## config.mk

```make
export PLATFORM = sky130hd
export DESIGN_NAME = bus_tenure_arbiter
export DESIGN_NICKNAME = d
export VERILOG_FILES = /design/src/rtl/bus_tenure_arbiter_pkg.sv /design/src/rtl/bus_tenure_arbiter_rr_picker.sv /design/src/rtl/bus_tenure_arbiter.sv
export SDC_FILE = /design/constraint.sdc
export NUM_CORES = 1
export LEC_CHECK = 0
export ABC_AREA = 1
export CAP_MARGIN = 20
export CORE_ASPECT_RATIO = 0.9
export CORE_UTILIZATION = 28
export DETAILED_ROUTE_END_ITERATION = 6
export SLEW_MARGIN = 0
export SYNTH_ARGS = -nofsm -noshare
export SYNTH_HDL_FRONTEND = slang
export SYNTH_SLANG_ARGS = --single-unit
```

## constraint.sdc

```tcl
create_clock -name clk -period 1.7 [get_ports clk]
set_input_delay 0.17 -clock clk [delete_from_list [all_inputs] [get_ports clk]]
set_output_delay 0.17 -clock clk [all_outputs]
set_load 0.01 [all_outputs]
```

## src/rtl/bus_tenure_arbiter_pkg.sv

```systemverilog
`default_nettype none
// ============================================================================
// Module   : bus_tenure_arbiter_pkg
// Purpose  : Shared types and defaults for the snoop-bus tenure arbiter.
// Revision : 1.0 - initial release
// ============================================================================
package bus_tenure_arbiter_pkg;

    localparam int NUM_CPUS               = 4;
    localparam int DEFAULT_TIMEOUT_CYCLES = 64;

    typedef enum logic [1:0] {
        ARB    = 2'd0,
        TENURE = 2'd1,
        TURN   = 2'd2
    } arb_state_t;

endpackage : bus_tenure_arbiter_pkg
`default_nettype wire

```

## src/rtl/bus_tenure_arbiter_rr_picker.sv

```systemverilog
`default_nettype none
// ============================================================================
// Module   : rr_picker
// Purpose  : Combinational circular priority encoder; first set req at or
//            after ptr, wrapping around.
// Revision : 1.0 - initial release
// ============================================================================
module rr_picker
    import bus_tenure_arbiter_pkg::*;
#(
    parameter int N_REQ = NUM_CPUS
) (
    input  logic [N_REQ-1:0]         req,
    input  logic [$clog2(N_REQ)-1:0] ptr,
    output logic                     found,
    output logic [$clog2(N_REQ)-1:0] idx
);

    localparam int IW = $clog2(N_REQ);

    logic [IW:0] pos;

    // Walk from the farthest offset back to ptr so the closest hit wins.
    always_comb begin
        found = 1'b0;
        idx   = '0;
        pos   = '0;
        for (int k = N_REQ - 1; k >= 0; k--) begin
            pos = {1'b0, ptr} + (IW+1)'(k);
            if (pos >= (IW+1)'(N_REQ)) begin
                pos = pos - (IW+1)'(N_REQ);
            end
            if (req[pos[IW-1:0]]) begin
                found = 1'b1;
                idx   = pos[IW-1:0];
            end
        end
    end

endmodule : rr_picker
`default_nettype wire

```

## src/rtl/bus_tenure_arbiter.sv

```systemverilog
`default_nettype none
// ============================================================================
// Module   : bus_tenure_arbiter
// Purpose  : Round-robin snoop-bus tenure arbiter with one-cycle turnaround.
//            Optional tenure watchdog enabled by macro ARB_TIMEOUT_EN.
// Revision : 1.0 - initial release
// ============================================================================
module bus_tenure_arbiter
    import bus_tenure_arbiter_pkg::*;
#(
    parameter int N_REQ          = NUM_CPUS,
    parameter int TIMEOUT_CYCLES = DEFAULT_TIMEOUT_CYCLES
) (
    input  logic                     clk,
    input  logic                     rst,
    input  logic [N_REQ-1:0]         req,
    input  logic [N_REQ-1:0]         busy,
    output logic [N_REQ-1:0]         gnt,
    output logic                     gnt_valid,
    output logic [$clog2(N_REQ)-1:0] gnt_id,
    output logic                     timeout,
    output logic [$clog2(N_REQ)-1:0] timeout_id
);

    localparam int IW = $clog2(N_REQ);

    if (N_REQ < 2 || TIMEOUT_CYCLES < 2) begin : g_param_check
        $error("bus_tenure_arbiter: N_REQ and TIMEOUT_CYCLES must be at least 2");
    end

    arb_state_t       state_q, state_d;
    logic [N_REQ-1:0] gnt_q, gnt_d;
    logic [IW-1:0]    gid_q, gid_d;
    logic [IW-1:0]    ptr_q, ptr_d;
    logic             pick_found;
    logic [IW-1:0]    pick_idx;
    logic             tenure_end;
    logic [IW-1:0]    ptr_next;
    logic             do_release;

    rr_picker #(
        .N_REQ (N_REQ)
    ) u_picker (
        .req   (req),
        .ptr   (ptr_q),
        .found (pick_found),
        .idx   (pick_idx)
    );

    assign tenure_end = ~req[gid_q] & ~busy[gid_q];
    assign ptr_next   = (gid_q == IW'(N_REQ - 1)) ? '0 : gid_q + IW'(1);

`ifdef ARB_TIMEOUT_EN
    localparam int CW = $clog2(TIMEOUT_CYCLES + 1);

    logic [CW-1:0] cnt_q, cnt_d;
    logic [CW-1:0] cnt_inc;
    logic          cnt_hit;
    logic          timeout_q, timeout_d;
    logic [IW-1:0] toid_q, toid_d;

    assign cnt_inc = (cnt_q == CW'(TIMEOUT_CYCLES)) ? cnt_q : cnt_q + CW'(1);
    assign cnt_hit = (cnt_inc == CW'(TIMEOUT_CYCLES));
`endif

    always_comb begin
        state_d    = state_q;
        gnt_d      = gnt_q;
        gid_d      = gid_q;
        ptr_d      = ptr_q;
        do_release = 1'b0;
`ifdef ARB_TIMEOUT_EN
        cnt_d      = cnt_q;
        timeout_d  = 1'b0;
        toid_d     = toid_q;
`endif
        case (state_q)
            // TURN is the dead cycle; it also arbitrates so the next grant
            // lands immediately after it.
            ARB, TURN: begin
                state_d = ARB;
                if (pick_found) begin
                    state_d         = TENURE;
                    gnt_d           = '0;
                    gnt_d[pick_idx] = 1'b1;
                    gid_d           = pick_idx;
`ifdef ARB_TIMEOUT_EN
                    cnt_d           = '0;
`endif
                end
            end
            TENURE: begin
`ifdef ARB_TIMEOUT_EN
                cnt_d = cnt_inc;
`endif
                if (tenure_end) begin
                    do_release = 1'b1;
                end
`ifdef ARB_TIMEOUT_EN
                else if (cnt_hit) begin
                    do_release = 1'b1;
                    timeout_d  = 1'b1;
                    toid_d     = gid_q;
                end
`endif
            end
            default: state_d = ARB;
        endcase

        if (do_release) begin
            state_d = TURN;
            gnt_d   = '0;
            gid_d   = '0;
            ptr_d   = ptr_next;
        end
    end

    always_ff @(posedge clk or posedge rst) begin
        if (rst) begin
            state_q <= ARB;
            gnt_q   <= '0;
            gid_q   <= '0;
            ptr_q   <= '0;
        end else begin
            state_q <= state_d;
            gnt_q   <= gnt_d;
            gid_q   <= gid_d;
            ptr_q   <= ptr_d;
        end
    end

`ifdef ARB_TIMEOUT_EN
    always_ff @(posedge clk or posedge rst) begin
        if (rst) begin
            cnt_q     <= '0;
            timeout_q <= 1'b0;
            toid_q    <= '0;
        end else begin
            cnt_q     <= cnt_d;
            timeout_q <= timeout_d;
            toid_q    <= toid_d;
        end
    end

    assign timeout    = timeout_q;
    assign timeout_id = toid_q;
`else
    assign timeout    = 1'b0;
    assign timeout_id = '0;
`endif

    assign gnt       = gnt_q;
    assign gnt_valid = |gnt_q;
    assign gnt_id    = gid_q;

endmodule : bus_tenure_arbiter
`default_nettype wire
```

==> flow_summary.yaml <==
routing:
  routed_via_density: 4.53
  drc: 0
  vias: 734
  ant_nets: 0
  drt-total-wl_um: 1560
  drtPass1Iterations: 4
  routedWlPerCell_um: 9.65
  drt_iter0_markers: 14
die:
  start_util: 0.302
  die_w_um: 56.6
  die_area_um2: 2900
  core-area_um2: 2490
  io_pins: 20
  fp-row-count: 17
  die_h_um: 51.2
power_and_ir_drop:
  power.switching_mw: 0.948
  seqPwrFrac: 0.235
  switching_share: 0.501
  cell_internal_pwr_mw: 0.946
  ir_worst_vdd_mv: 0.846
  pwr-share-clk: 0.080
  p_total_mw: 1.89
  leakage_nw: 0.507
  powerDensity_nw_per_um2: 1940
  combPwrFrac: 0.684
synthesis:
  synth_cell_types: 19
  synth_warnings: 0
  synth_common_cells: "39 x nand2_1, 11 x inv_1, 10 x dfrtp_1, 10 x nand2_2, 10 x nand3_1"
  yosysTopAreaCellShare: 0.333
  ys_seq_area_frac: 0.333
  yosys.area.top_type: "dfrtp_1"
  synthTopCellsByArea: "dfrtp_1 33%, nand2_1 19%, nand2_2 8.3%"
  ys_ff_latch: 10
  synth_ff_type: "dfrtp_1"
  syn_area_um2: 752
  async_flop_share: 1.00
  synthCells: 113
  yosysMostFrequentCell: "nand2_1"
  synth.avg_cell_area_um2: 6.65
  synth_edf_count: 0
place:
  dp_hpwl_um: 1340
  io_buffer_count: 16
  dp.cells: 159
  globalplace.congestion: 0.848
  postPlaceCellArea_um2: 951
  dp_slack_ns: -0.00484
global_routing:
  grt_max_degree: 11
  antenna_found_initial: 0
  grt_pass1_vias: 717
  track_usage: 0.122
  overflow: 0
  grt_pass1_wl_um: 2790
cts:
  clk_latency_ns: 0.25
  root_buffer: "clkbuf_4"
  h-tree-depth: 1
  clk_path_buf_depth: 2
  path_clk_slew_ns: 0.06
  clock-sinks: 10
  cts_tree: "yes"
  cts_buffers: 3
setup_path:
  cp-end-kind: "output port"
  reg2reg_depth: 10
  path_class: "reg2out"
  rr_startpoint: "ptr_q[0]$_DFFE_PP0P_"
  crit_required_ns: 1.53
  r2r_slack_ns: 0.16
  critPathMaxFanout: 3
  crit_arrival_ns: 1.44
  start_kind: "flip-flop"
  worstReg2RegEnd: "gnt_id[1]$_DFFE_PP0P_"
finish:
  stdcell_area_um2: 976
  drive_gt1_frac: 0.194
  antenna_cells: 0
  area_delta_synth_final_pct: 29.8
  finalNetCount: 147
  layout.cells.non_filler: 162
timing:
  rsz0062_at_grt: "no"
  skew_ns: 0.00117
  setup_violations: 0
  min_period_over_period: 0.950
  final.setup.worst_slack_ns: 0.0854
  layout_min_cycle_time_ns: 1.61
  slew_viol_final: 0
  clock.fmax_mhz: 619
  hold_violations: 0
  fin_tns_setup_ns: 0
job:
  drv_cap: 0
worst_hold_path:
  hp-class: "in2async"
status:
  outcome: "complete, no violations"
-- cells by family (layout without fill, tap and decap cells) --
family | count (synthesis) | in the layout | share of synthesized area
simple gates | 69 | 69 | 0.419
buf+inv | 18 | 37 | 0.115
other cells | 1 | 3 | 0.00499
compound gates | 14 | 14 | 0.111
flops | 10 | 10 | 0.333
fa+ha+maj | 1 | 1 | 0.0166
-- metrics by stage --
step / hold slack [ns] / util
floorplan: 0.0102 / -
global placement: 0.460 / 0.382
detailed placement: 0.464 / 0.382
CTS: 0.189 / 0.391
global route: 0.238 / 0.392
finish: 0.184 / 0.392
-- flip-flops by register name, summed over array words and instances (netlist names) --
name	count
state_q	2
gnt	4
ptr_q	2
gnt_id	2
-- worst max-delay path, cell delays in order, from the launching register on --
cell	delay [ns]
dfrtp_1	0.39
or4_1	0.51
dlygate4sd2_1	0.29
-- area by class of cell --
type,count,area (um^2)
Timing Repair Buffer,20,189
Tap cell,28,35.0
Sequential cell,10,250
Inverter,14,52.6
Clock buffer,3,22.5
Fill cell,268,1510
Multi-Input combinational cell,87,427
-- how the worst max path moves through the flow --
stage          slack (ns)                     to             startpoint
6_report             0.09              gnt_valid     gnt[3]$_DFFE_PP0P_
4_1_cts              0.07              gnt_valid     gnt[3]$_DFFE_PP0P_
5_1_grt              0.01              gnt_valid     gnt[3]$_DFFE_PP0P_
2_1_floorplan        0.34  gnt_id[0]$_DFFE_PP0P_  gnt_id[0]$_DFFE_PP0P_
3_3_place_gp         0.03     gnt[2]$_DFFE_PP0P_                 req[2]
3_5_place_dp       -0.005     gnt[0]$_DFFE_PP0P_                 req[0]
-- timing repair --
item                                    in CTS  in global routing
pin swaps                                    0                  0
setup buffers                                0                  0
endpoints found under the setup margin       1                  2
hold buffers                                 0                  0
resized for setup                            1                  2
-- layer usage --
layer / vias up / global-route usage / wire, um
met2: 14 / 0.218 / 755
met4: 0 / 0.0488 / 0
met5: - / 0 / 0
li1: 392 / - / -
met3: 0 / 0.0152 / 43
met1: 328 / 0.150 / 764
-- cells in the final DEF, fill, tap and decap left out, types with 4 or more instances in the layout --
cell type,n
nor2_1,5
buf_4,4
dfrtp_1,10
o21ai_1,5
nand2_2,10
nand3_1,10
nand2_1,39
inv_1,11
clkdlybuf4s50_1,15
-- power groups by stage --
| stage | logic, mW | registers [mW] | clock network, mW |
|---|---|---|---|
| after floorplan | 0.927 | 0.453 | 0 |
| after global placement | 1.28 | 0.449 | 0 |
| after detailed placement | 1.31 | 0.451 | 0 |
| after CTS | 1.30 | 0.447 | 0.156 |
| after global routing | 1.47 | 0.458 | 0.169 |
| final | 1.30 | 0.446 | 0.152 |
Power figures use the tool's default switching activity.
